## src/rtl/uart_packet_tx.sv

```systemverilog
// Packet UART transmitter: buffers a payload burst, then sends SYNC, LEN, DATA, CSUM.
// Define UART_PKT_PARITY_EN to add an even-parity bit to every frame.
module uart_packet_tx #(
  parameter int         CLK_FREQ  = 100_000_000,
  parameter int         BAUD_RATE = 12_000_000,
  parameter int         MAX_LEN   = 16,
  parameter logic [7:0] SYNC_BYTE = 8'hA5
) (
  input  logic       clk_in,
  input  logic       rst_in,
  input  logic       valid_in,
  input  logic [7:0] data_in,
  input  logic       last_in,
  output logic       ready_out,
  output logic       uart_tx_out,
  output logic       busy_out
);

  localparam int CPB   = CLK_FREQ / BAUD_RATE;
  localparam int BW    = $clog2(CPB + 1);
  localparam int CW    = $clog2(MAX_LEN + 1);
  localparam int IW    = (MAX_LEN > 1) ? $clog2(MAX_LEN) : 1;
  localparam int DEPTH = 2 ** IW;
`ifdef UART_PKT_PARITY_EN
  localparam int NB = 11;
`else
  localparam int NB = 10;
`endif
  localparam logic [BW-1:0] BAUD_LAST = BW'(CPB - 1);
  localparam logic [3:0]    BIT_LAST  = 4'(NB - 1);
  localparam logic [CW-1:0] CNT_MAX   = CW'(MAX_LEN);

  typedef enum logic [2:0] {FILL, SYNC, LEN, DATA, CSUM} state_e;

  state_e          state_q, state_d;
  logic [CW-1:0]   count_q, count_d;
  logic [CW-1:0]   rd_q, rd_d;
  logic [7:0]      csum_q, csum_d;
  logic [7:0]      byte_q, byte_d;
  logic [BW-1:0]   baud_q, baud_d;
  logic [3:0]      bit_q, bit_d;
  logic [3:0]      bit_nx;
  logic            tx_q, tx_d;
  logic            ready_q, ready_d;
  logic            busy_q, busy_d;
  logic [7:0]      mem_q [DEPTH];
  logic [7:0]      mem_d [DEPTH];
  logic [NB-1:0]   frame;

  always_comb begin
    state_d = state_q;
    count_d = count_q;
    rd_d    = rd_q;
    csum_d  = csum_q;
    byte_d  = byte_q;
    baud_d  = baud_q;
    bit_d   = bit_q;
    tx_d    = tx_q;
    ready_d = ready_q;
    busy_d  = busy_q;
    mem_d   = mem_q;
`ifdef UART_PKT_PARITY_EN
    frame = {1'b1, ^byte_q, byte_q, 1'b0};
`else
    frame = {1'b1, byte_q, 1'b0};
`endif
    bit_nx = bit_q + 4'd1;
    unique case (state_q)
      FILL: begin
        if (valid_in && ready_q) begin
          mem_d[IW'(count_q)] = data_in;
          count_d = count_q + CW'(1);
          csum_d  = csum_q + data_in;
          if (last_in || count_d == CNT_MAX) begin
            state_d = SYNC;
            ready_d = 1'b0;
            busy_d  = 1'b1;
            byte_d  = SYNC_BYTE;
            tx_d    = 1'b0;
            baud_d  = '0;
            bit_d   = '0;
          end
        end
      end
      default: begin
        if (baud_q != BAUD_LAST) begin
          baud_d = baud_q + BW'(1);
        end else begin
          baud_d = '0;
          if (bit_q != BIT_LAST) begin
            bit_d = bit_nx;
            tx_d  = frame[bit_nx];
          end else begin
            // stop bit done: next start bit follows with no gap
            bit_d = '0;
            tx_d  = 1'b0;
            case (state_q)
              SYNC: begin
                state_d = LEN;
                byte_d  = 8'(count_q);
              end
              LEN: begin
                state_d = DATA;
                byte_d  = mem_q[0];
                rd_d    = CW'(1);
              end
              DATA: begin
                if (rd_q == count_q) begin
                  state_d = CSUM;
                  byte_d  = csum_q;
                end else begin
                  byte_d = mem_q[IW'(rd_q)];
                  rd_d   = rd_q + CW'(1);
                end
              end
              default: begin
                state_d = FILL;
                tx_d    = 1'b1;
                ready_d = 1'b1;
                busy_d  = 1'b0;
                count_d = '0;
                csum_d  = '0;
              end
            endcase
          end
        end
      end
    endcase
  end

  always_ff @(posedge clk_in or negedge rst_in) begin
    if (!rst_in) begin
      state_q <= FILL;
      count_q <= '0;
      rd_q    <= '0;
      csum_q  <= '0;
      byte_q  <= '0;
      baud_q  <= '0;
      bit_q   <= '0;
      tx_q    <= 1'b1;
      ready_q <= 1'b1;
      busy_q  <= 1'b0;
      for (int i = 0; i < DEPTH; i++) mem_q[i] <= '0;
    end else begin
      state_q <= state_d;
      count_q <= count_d;
      rd_q    <= rd_d;
      csum_q  <= csum_d;
      byte_q  <= byte_d;
      baud_q  <= baud_d;
      bit_q   <= bit_d;
      tx_q    <= tx_d;
      ready_q <= ready_d;
      busy_q  <= busy_d;
      mem_q   <= mem_d;
    end
  end

  assign ready_out   = ready_q;
  assign uart_tx_out = tx_q;
  assign busy_out    = busy_q;

endmodule

```

## config.mk

```make
export PLATFORM = sky130hd
export DESIGN_NAME = uart_packet_tx
export DESIGN_NICKNAME = d
export VERILOG_FILES = /design/src/rtl/uart_packet_tx.sv
export SDC_FILE = /design/constraint.sdc
export NUM_CORES = 1
export LEC_CHECK = 0
export ABC_AREA = 1
export ABC_CLOCK_PERIOD_IN_PS = 2130
export BUFFER_PORTS_ARGS = -buffer_cell sky130_fd_sc_hd__buf_2
export CAP_MARGIN = 20
export CORE_ASPECT_RATIO = 0.7
export CORE_MARGIN = 2
export CORE_UTILIZATION = 40
export CTS_BUF_LIST = sky130_fd_sc_hd__clkbuf_4 sky130_fd_sc_hd__clkbuf_8
export CTS_CLUSTER_DIAMETER = 100
export DETAILED_ROUTE_END_ITERATION = 10
export PLACE_DENSITY = 0.55
export SLEW_MARGIN = 20
export SYNTH_ARGS = -nofsm -noshare
export SYNTH_HDL_FRONTEND = slang
export SYNTH_SLANG_ARGS = --single-unit
```

## constraint.sdc

```tcl
create_clock -name clk_in -period 2.13 [get_ports clk_in]
set_clock_uncertainty 0.2 [all_clocks]
set_input_delay 0.426 -clock clk_in [delete_from_list [all_inputs] [get_ports clk_in]]
set_output_delay 0.426 -clock clk_in [all_outputs]
set_load 0.02 [all_outputs]
```

==> results of run 1 <==
## path summary, 6_finish.rpt
path / cells after the start / endpoint / startpoint / slack [ns]
max: 9 / byte_q[6]$_DFFE_PN0P_ / count_q[2]$_DFFE_PN0P_ / 0.11
min: 4 / csum_q[0]$_DFFE_PN0P_ / data_in[0] / 0.12
max reg2reg: 9 / byte_q[6]$_DFFE_PN0P_ / count_q[2]$_DFFE_PN0P_ / 0.11
min reg2reg: 2 / uart_tx_out$_DFFE_PN1P_ / uart_tx_out$_DFFE_PN1P_ / 0.27
max in group asynchronous: 3 / csum_q[6]$_DFFE_PN0P_ / rst_in / 0.88
min in group asynchronous: 2 / mem_q[39]$_DFFE_PN0P_ / rst_in / 0.22
## worst max-delay path: cells and delay by family, from the launching register on
family / cells / cell delay [ns]
xor+xnor: 1 / 0.16
flops: 1 / 0.59
compound gates: 1 / 0.24
simple gates: 6 / 0.68
buf+inv: 1 / 0.08
## per-layer routing
metal  track usage (%)  part of all wire, %  wire, µm
met1              36.0                   55     13600
met2              28.9                   39      9740
met3              5.90                  5.6      1390
met4              4.05                 0.62       153
met5                 0                    0         0
## layout make-up
| cell class | instances | area, µm² | share of cell area [%] |
|---|---|---|---|
| Sequential cell | 168 | 4210 | 41.3 |
| Timing Repair Buffer | 72 | 631 | 6.19 |
| Clock inverter | 8 | 173 | 1.69 |
| Multi-Input combinational cell | 821 | 4080 | 40.1 |
| Inverter | 122 | 458 | 4.49 |
| Tap cell | 282 | 353 | 3.46 |
| Clock buffer | 24 | 287 | 2.81 |
## layout by cell type, fill, tap and decap left out, types with 2 or more instances in the layout
cell / n
o211ai_1: 3
nor2_2: 2
nor3_1: 2
nand4_1: 5
o21ai_2: 12
buf_12: 9
o21ai_1: 57
nor2_4: 7
dfstp_2: 2
nand3_2: 4
buf_2: 13
nand3_1: 79
inv_1: 108
nand2_2: 7
xor2_1: 4
nor2_1: 62
bufinv_16: 5
nand2_1: 401
nand4_4: 5
a21oi_1: 13
clkbuf_4: 7
nand3_4: 6
buf_6: 2
nand2_4: 3
o21ai_0: 110
nand4_2: 3
clkbuf_8: 17
clkinvlp_4: 3
dfrtp_1: 165
buf_4: 47
o22ai_1: 5
ha_1: 14
inv_2: 12
xnor2_1: 7
clkinv_1: 2
## where the power goes
part	internal, mW	switching, mW	total (mW)
logic	0.0421	0.143	0.185
clock network	1.49	1.20	2.69
registers	3.19	0	3.19
## stage by stage
step	power, mW	setup WS, ns
5_1_grt	6.28	-0.0450
6_report	6.06	0.106
4_1_cts	6.13	0.0986
3_3_place_gp	3.44	-0.00754
3_5_place_dp	3.44	-0.0155
2_1_floorplan	3.29	0.224
## cell families after synthesis
family / count (synthesis)
AO/OA/AOI/OAI: 205
XOR/XNOR: 11
adder cells (fa/ha/maj): 16
buffers and inverters: 175
flip-flops: 168
AND/OR/NAND/NOR: 588
## timing repair
item	in CTS	in global routing
endpoints found under the setup margin	0	35
endpoints found under the hold margin	105	0
buffers inserted	0	2
hold buffers	1	0
resized for setup	0	14
## sequential cells by signal, indices dropped and copies added, names as in the netlist
name         cells
baud_q           4
csum_q           8
byte_q           8
bit_q            4
uart_tx_out      1
busy_out         1
count_q          5
rd_q             5
state_q          3
ready_out        1
mem_q          128
==> metrics.md, run 1 <==
| Metric | Value |
|---|---|
| Post-Synth Adder-Cell Area | `2.31%` |
| Top cell by count, worst path | `nand2_1` |
| Final-report hold violation count | `0` |
| Synth Area in Compound Gates | `12.3%` |
| Overflow after GRT | `0` |
| CTS max path bufs | `2` |
| Die area | `0.0237 mm²` |
| Status | `complete, no violations` |
| Clock Latency Late Sink | `0.48 ns` |
| Initial antenna violation count | `0` |
| Drt pass-1 iters | `5` |
| Mux share of post-synthesis cell area | `0%` |
| Largest net degree at the start of global routing | `37` |
| Post-DRT Antenna Nets | `0` |
| Hold Crit Class | `in2reg` |
| Dpl cells | `1461` |
| Post-synth cell types | `43` |
| Syn avg cell area | `7.72 µm²` |
| Synth Area in XOR/XNOR | `1.07%` |
| Chip Height | `129 µm` |
| Antenna cells | `0` |
| GP Congestion | `0.917` |
| Layout cells sized above 1 | `14.2%` |
| Area contributors post-synth | `dfrtp_1 46%, nand2_1 17%, o21ai_0 6.2%` |
| Crit Path Category | `reg2reg` |
| CTS H-tree depth | `4` |
| Sum Neg Setup Slack | `0 ns` |
| Clk slew on worst S/H paths | `0.09 ns` |
| Asr flop ratio synth | `100%` |
| Area after detailed placement | `0.00964 mm²` |
| Synthesized area | `0.00897 mm²` |
| Top cell type's share of synthesized area | `46.3%` |
| Tmin final | `2.02 ns` |
| Max cap viols | `0` |
| Post-synthesis sequential area ratio | `46.9%` |
| Syn_nets | `1191` |
| Total Routed Length | `24.8 mm` |
| Vias | `7417` |
| Total Routing Usage GR | `22.2%` |
| PortBufs | `14` |
| Final Util | `46.6%` |
| First-pass GRT wire length | `40.0 mm` |
| HPWL after DPL | `17.2 mm` |
| Post-synth EDFFs | `0` |
| Leak pwr | `4.95 nW` |
| Critical path, cell by cell | `xnor2_1, nand3_1, nor2_4, nand2_2, o21ai_1, inv_1, nand2_1, nand2_1, nand2_1` |
| Commonest cells in the netlist | `403 x nand2_1, 166 x dfrtp_1, 112 x o21ai_0` |
| Slew Limit Fails | `0` |
| TritonCTS Sinks | `168` |
| Final critical-path share of the clock period | `95.0%` |
| Worst vdd ir | `0.534 mV` |
| Final std cells w/o fill | `1497` |
| Max incr delay on CP | `0.59 ns` |
| Initial DRC count | `603` |
| Slowest CP cell | `dfrtp_1` |
| Critical path launch point type | `flip-flop` |
| FILL cells | `2197` |
| Pwr/cell area | `595 mW/mm²` |
| Mapped Cells | `1163` |
| Die W | `183 µm` |
| Total CTS buffers | `17` |
| WP data required | `2.34 ns` |
| Final setup fails | `0` |
| Vias per cell | `4.95` |
| Top FF cell, synth | `dfrtp_1` |
| Critical path capture point type | `flip-flop` |
| Fin nets | `1230` |
| CP arrival | `2.23 ns` |
| Worst Max-Slew Pin Slew | `0.577 ns` |
| CTS root buffer | `clkbuf_8` |
| Cell with the most instances after synthesis | `nand2_1` |
| Number of remaining DRC errors | `0` |
| Post-Synth Simple-Gate Area | `29.1%` |
| Design area | `0.0102 mm²` |
| CTS tree | `done` |
| Starting Density | `41.1%` |
| Core ar. | `0.0218 mm²` |
| Unrepaired setup endpoints after global routing | `yes` |
| Synth area leader | `dfrtp_1` |
| Std-Cell Rows | `45` |
| F_max | `494 MHz` |
| Largest family of logic cells by synthesized area | `simple AND/OR/NAND/NOR gates` |
| Max FO, Critical Path | `11` |
| Yosys reg bits | `168` |
| Vias in the first global route | `7027` |
| # IOs | `15` |
| YS warnings | `0` |
| WHS | `0.120 ns` |
| Slew headroom | `61.5%` |
| Area grow syn2layout | `13.5%` |
| DR WL/cell | `16.6 µm` |
Power figures use the tool's default switching activity.
==> run 2: changes to the inputs <==
BUFFER_PORTS_ARGS = not set   (was -buffer_cell sky130_fd_sc_hd__buf_2)
DONT_BUFFER_PORTS = 1   (was not set)
GPL_TIMING_DRIVEN = 0   (was not set)
PLACE_DENSITY = 0.54   (was 0.55)
==> run 2 against run 1 <==
The flow now finishes with violations (hold timing); worst hold slack worse by 0.71 ns; sequential cell count did not move; core utilization down 0.057 points; count of clock-buffer cells in the layout down 7; die area unchanged; critical endpoint is now mem_q[101]$_DFFE_PN0P_; register-to-register slack lost 0.03 ns.
==> metrics.md, run 2 (synthesis results as in run 1) <==
| Metric | Value |
|---|---|
| P_int | `4.08 mW` |
| Final-report hold violation count | `168` |
| Overflow after GRT | `0` |
| Clock share of power | `41.3%` |
| Final critical-path share of the clock period | `96.6%` |
| Initial antenna violation count | `0` |
| Reg-to-reg endpoint | `mem_q[101]$_DFFE_PN0P_` |
| Unrepaired setup endpoints after global routing | `yes` |
| Violated checks | `hold timing` |
| Clock Latency Late Sink | `0.50 ns` |
| Fin nets | `1227` |
| Design area | `0.0102 mm²` |
| Switching power total | `1.50 mW` |
| WP data required | `2.31 ns` |
| Final setup fails | `0` |
| Dpl ws | `-0.222 ns` |
| Seq pwr share | `57.1%` |
| Initial DRC count | `791` |
| Critical path launch point type | `flip-flop` |
| Biggest regs | `mem_q: 128 flops, byte_q: 8 flops, csum_q: 8 flops` |
| CTS root buffer | `clkbuf_8` |
| CTS H-tree depth | `4` |
| Die W | `183 µm` |
| First-pass GRT wire length | `44.0 mm` |
| TritonCTS Sinks | `168` |
| Vias in the first global route | `7335` |
| Total CTS buffers | `17` |
| Vias per cell | `5.14` |
| Layout cells sized above 1 | `14.7%` |
| Critical path buffers and inverters | `3` |
| F_max | `486 MHz` |
| Hold Crit Class | `in2async` |
| CTS max path bufs | `2` |
| Total Routed Length | `27.8 mm` |
| Max FO, Critical Path | `10` |
| # IOs | `15` |
| Final setup margin | `0.0718 ns` |
| Commonest non-fill, non-tap cell in the layout | `nand2_1` |
| DR WL/cell | `18.6 µm` |
| R2r setup slk | `0.07 ns` |
| Drt pass-1 iters | `6` |
| Comb pwr share | `1.6%` |
| Core ar. | `0.0218 mm²` |
| Reg2reg path depth | `9` |
| Std-Cell Rows | `45` |
| Crit Path Category | `reg2reg` |
| HPWL after DPL | `19.9 mm` |
| Largest net degree at the start of global routing | `169` |
| Area after detailed placement | `0.00933 mm²` |
| Tmin final | `2.06 ns` |
| Leak pwr | `4.81 nW` |
| FF-to-FF Start | `state_q[2]$_DFFE_PN0P_` |
| Hold_buf cts | `2` |
| Chip Height | `129 µm` |
| Clk slew on worst S/H paths | `0.11 ns` |
| GP Congestion | `0.882` |
| Most frequent cells in the layout | `399 x nand2_1, 162 x dfrtp_1, 106 x inv_1` |
| Status | `complete, but fails checks` |
| Top cell by count, worst path | `nor2_4` |
| Post-DRT Antenna Nets | `0` |
| Die area | `0.0237 mm²` |
| Max reg flops | `128` |
| Starting Density | `41.1%` |
| Area grow syn2layout | `13.4%` |
| Slew Limit Fails | `0` |
| Worst Max-Slew Pin Slew | `0.925 ns` |
| Worst vdd ir | `0.401 mV` |
| WHS | `-0.594 ns` |
| Vias | `7684` |
| Critical path, cell by cell | `nor2_4, nand2_8, nor2_4, buf_4, clkbuf_16, nand3_2, buf_2, nand2_1, o21ai_1` |
| Number of remaining DRC errors | `0` |
| CTS tree | `done` |
| Total Routing Usage GR | `25.2%` |
| PortBufs | `0` |
| Max cap viols | `0` |
| Crit-path leading delay family | `simple AND/OR/NAND/NOR gates` |
| Slowest CP cell | `dfrtp_2` |
| Slew headroom | `38.3%` |
| Critical path capture point type | `flip-flop` |
| Pwr/cell area | `548 mW/mm²` |
| Max incr delay on CP | `0.43 ns` |
| Biggest register | `mem_q` |
| Antenna cells | `0` |
| CP arrival | `2.24 ns` |
| Sw frac | `26.9%` |
==> run 2: cell types whose count changed in the layout (fill, tap and decap cells not counted), moves of 7 or more <==
cell and delta:
nand3_2 +8, clkbuf_1 +10, nand3_1 -9, o21ai_0 -7, buf_4 -22, inv_6 +7
==> run 2: worst register-to-register path: stages, from the launching register on <==
cell and delay, ns:
dfrtp_2 0.43, nor2_4 0.18, nand2_8 0.12, nor2_4 0.20, buf_4 0.16, clkbuf_16 0.15, nand3_2 0.13, buf_2 0.23
nand2_1 0.07, o21ai_1 0.06
==> run 2: through the flow <==
step / cells / hold WS, ns / setup TNS, ns / utilization, % / total power, mW
4_1_cts: 1484 / -0.610 / -0.0796 / 45.0 / 5.63
2_1_floorplan: 1163 / -0.0696 / 0 / - / 3.29
6_report: 1494 / -0.594 / 0 / 46.6 / 5.58
3_5_place_dp: 1445 / -0.0593 / -1.93 / 42.7 / 3.33
5_1_grt: 1494 / -0.626 / -0.556 / 46.6 / 5.77
3_3_place_gp: 1445 / -0.0602 / -1.51 / 42.7 / 3.33
==> run 2: layout make-up <==
type | instances | area [µm²]
fillers | 2272 | 11700
flip-flops and latches | 168 | 4210
multi-input cells | 820 | 4180
inverters | 122 | 467
plain buffers | 47 | 354
well taps | 282 | 353
clock buffers | 17 | 234
repair buffers | 23 | 229
clock inverters | 15 | 153
==> run 2: worst max-delay path by stage <==
stage / cells after the start / endpoint / slack (ns) / startpoint
floorplan: 10 / csum_q[6]$_DFFE_PN0P_ / 0.22 / data_in[0]
global placement: 11 / byte_q[3]$_DFFE_PN0P_ / -0.22 / rd_q[1]$_DFFE_PN0P_
detailed placement: 11 / byte_q[3]$_DFFE_PN0P_ / -0.22 / rd_q[1]$_DFFE_PN0P_
CTS: 12 / byte_q[4]$_DFFE_PN0P_ / -0.04 / rd_q[1]$_DFFE_PN0P_
global route: 8 / mem_q[36]$_DFFE_PN0P_ / -0.10 / state_q[2]$_DFFE_PN0P_
finish: 9 / mem_q[101]$_DFFE_PN0P_ / 0.07 / state_q[2]$_DFFE_PN0P_
==> run 2: power by group through the flow <==
stage,logic (mW),clock network [mW],registers [mW]
2_1_floorplan,0.0421,0,3.25
3_3_place_gp,0.0852,0,3.25
3_5_place_dp,0.0840,0,3.25
4_1_cts,0.0883,2.35,3.19
5_1_grt,0.0952,2.49,3.19
6_report,0.0872,2.30,3.19
==> run 2: what timing repair did <==
action | in CTS | in global routing
gates cloned | 0 | 2
setup endpoints to repair | 34 | 96
endpoints found under the hold margin | 170 | 168
gates resized for setup | 20 | 78
pin swaps | 3 | 10
setup buffers | 5 | 14
==> run 2: per-layer routing <==
metal	global-route usage, %	part of all wire, %
met3	7.90	8.7
met4	5.27	1.0
met5	0	0
met1	40.1	52
met2	32.8	38
==> run 3: changes to the inputs <==
ABC_CLOCK_PERIOD_IN_PS = 1700   (was 2130)
PLACE_DENSITY = 0.56   (was 0.54)
RECOVER_POWER = 25   (was not set)
clock period = 1.7 ns   (was 2.13 ns; I/O delays follow)
==> run 3 against run 2 <==
The flow finishes with violations (hold timing, setup timing); via count increased by 7.4%; sequential share of layout area decreased by 5.7 points; die area unchanged; worst hold slack got worse by 0.063 ns; critical path depth decreased by 1; count of clock-buffer cells in the layout increased by 1; cell count increased by 5.4%; fmax increased by 1.5%; core utilization increased by 7.6 points; power increased by 29%; largest power group unchanged; highest routed layer unchanged.
==> metrics.md, run 3 (synthesis results as in run 1) <==
| Metric | Value |
|---|---|
| Most congested layer reported by global routing | `met1` |
| Dpl cells | `1445` |
| Post-DRT Antenna Nets | `0` |
| Slew Limit Fails | `0` |
| GR Util met3 | `6.63%` |
| Design area | `0.0118 mm²` |
| GP Congestion | `0.899` |
| Fin nets | `1308` |
| Max incr delay on CP | `0.47 ns` |
| Worst Max-Slew Pin Slew | `0.906 ns` |
| Slowest CP cell | `dfrtp_2` |
| Reg-to-reg endpoint | `mem_q[43]$_DFFE_PN0P_` |
| Total CTS buffers | `17` |
| Total Routing Usage GR | `26.1%` |
| Clk slew on worst S/H paths | `0.11 ns` |
| Largest net degree at the start of global routing | `169` |
| Biggest register | `mem_q` |
| Worst vdd ir | `0.431 mV` |
| Commonest non-fill, non-tap cell in the layout | `nand2_1` |
| Max cap viols | `0` |
| Slew headroom | `39.6%` |
| Crit. path cell count | `8` |
| Crit-path leading delay family | `buffers and inverters` |
| Final setup fails | `167` |
| Drt pass-1 iters | `6` |
| First-pass GRT wire length | `45.8 mm` |
| Top cell by count, worst path | `inv_1` |
| Hold_buf cts | `9` |
| CTS root buffer | `clkbuf_8` |
| Critical path capture point type | `flip-flop` |
| Area grow syn2layout | `31.8%` |
| Starting Density | `41.1%` |
| CTS H-tree depth | `4` |
| Unrepaired setup endpoints after global routing | `yes` |
| Overflow after GRT | `0` |
| PortBufs | `0` |
| WHS | `-0.658 ns` |
| Final critical-path share of the clock period | `119%` |
| Total Routed Length | `29.9 mm` |
| HPWL after DPL | `19.6 mm` |
| Max FO, Critical Path | `5` |
| WP data required | `1.84 ns` |
| Final std cells w/o fill | `1575` |
| Vias per cell | `5.24` |
| Critical path, cell by cell | `inv_1, ha_1, inv_1, nor2_8, nand3_4, buf_4, nand2_1, o21ai_1` |
| CTS max path bufs | `2` |
| Vias in the first global route | `7749` |
| Chip Height | `129 µm` |
| Area after detailed placement | `0.00946 mm²` |
| FF-to-FF Start | `count_q[0]$_DFFE_PN0P_` |
| Initial antenna violation count | `0` |
| Initial DRC count | `812` |
| Critical path buffers and inverters | `3` |
| CP arrival | `2.17 ns` |
| Antenna cells | `0` |
| Status | `complete, but fails checks` |
| Clock Latency Late Sink | `0.50 ns` |
| F_max | `493 MHz` |
| Critical path launch point type | `flip-flop` |
| Vias | `8255` |
| Crit Path Category | `reg2reg` |
| # IOs | `15` |
| Final setup margin | `-0.328 ns` |
| Tmin final | `2.03 ns` |
| Grt met1 use | `40.7%` |
| Pwr/cell area | `609 mW/mm²` |
| Core ar. | `0.0218 mm²` |
| Reg2reg path depth | `8` |
| Violated checks | `hold timing, setup timing` |
| Biggest regs | `mem_q: 128 flops, byte_q: 8 flops, csum_q: 8 flops` |
| Final-report hold violation count | `168` |
| DR WL/cell | `19.0 µm` |
| Layout cells sized above 1 | `30.9%` |
| TritonCTS Sinks | `168` |
| Leak pwr | `5.51 nW` |
| R2r setup slk | `-0.33 ns` |
| Hold Crit Class | `in2async` |
| Die area | `0.0237 mm²` |
| Std-Cell Rows | `45` |
| Die W | `183 µm` |
| Most frequent cells in the layout | `326 x nand2_1, 157 x dfrtp_1, 106 x o21ai_1` |
| CTS tree | `done` |
| Max reg flops | `128` |
| Global Route met2 Usage | `35.3%` |
| Number of remaining DRC errors | `0` |
[run 3: power breakdown]
group | switching [mW] | internal [mW] | total [mW]
logic | 0.115 | 0.0326 | 0.148
registers | 0 | 3.99 | 3.99
clock network | 1.68 | 1.38 | 3.07
[run 3: worst max-delay path by stage]
stage                                start  slack [ns]                    end
global placement      bit_q[0]$_DFFE_PN0P_       -0.60   busy_out$_DFFE_PN0P_
detailed placement     rd_q[1]$_DFFE_PN0P_       -0.60  byte_q[6]$_DFFE_PN0P_
global route        count_q[0]$_DFFE_PN0P_       -0.39  mem_q[46]$_DFFE_PN0P_
finish              count_q[0]$_DFFE_PN0P_       -0.33  mem_q[43]$_DFFE_PN0P_
floorplan           count_q[0]$_DFFE_PN0P_       -0.12  byte_q[5]$_DFFE_PN0P_
CTS                  ready_out$_DFFE_PN1P_       -0.32  mem_q[43]$_DFFE_PN0P_
[run 3: worst register-to-register path: cells and delay by family, from the launching register on]
family                   cells  cell delay (ns)
buffers and inverters        3             0.52
flip-flops                   1             0.47
AND/OR/NAND/NOR              3             0.42
adder cells (fa/ha/maj)      1             0.21
AO/OA/AOI/OAI                1             0.06
[run 3: stage by stage]
stage	setup TNS [ns]	total power, mW	utilization (%)	worst slack [ns]
after floorplan	-4.15	4.13	-	-0.117
after global placement	-47.63	4.18	43.3	-0.602
after detailed placement	-49.87	4.18	43.3	-0.599
after CTS	-38.51	7.27	51.8	-0.325
after global routing	-47.59	7.42	54.1	-0.387
final	-38.45	7.21	54.1	-0.328
[run 3: final cells by class]
cell class	instances	area (µm²)
fill	2039	10000
multi-input combinational	820	4770
sequential	168	4220
timing repair buffer	99	1020
buffer	52	556
inverter	122	495
tap	282	353
clock buffer	18	248
clock inverter	14	165
[run 3: metal layers]
metal  part of all wire [%]  routed length (µm)  vias to the layer above
li1                       -                   -                     3975
met1                     50               15000                     3992
met2                     41               12200                      256
met3                    7.7                2320                       32
met4                    1.2                 368                        0
met5                      0                   0                        -
[run 3: timing repair]
item	CTS	global route
hold endpoints to repair	200	168
pin swaps	16	25
endpoints found under the setup margin	168	169
gates resized for setup	274	150
gates cloned	15	2
setup buffers	60	15
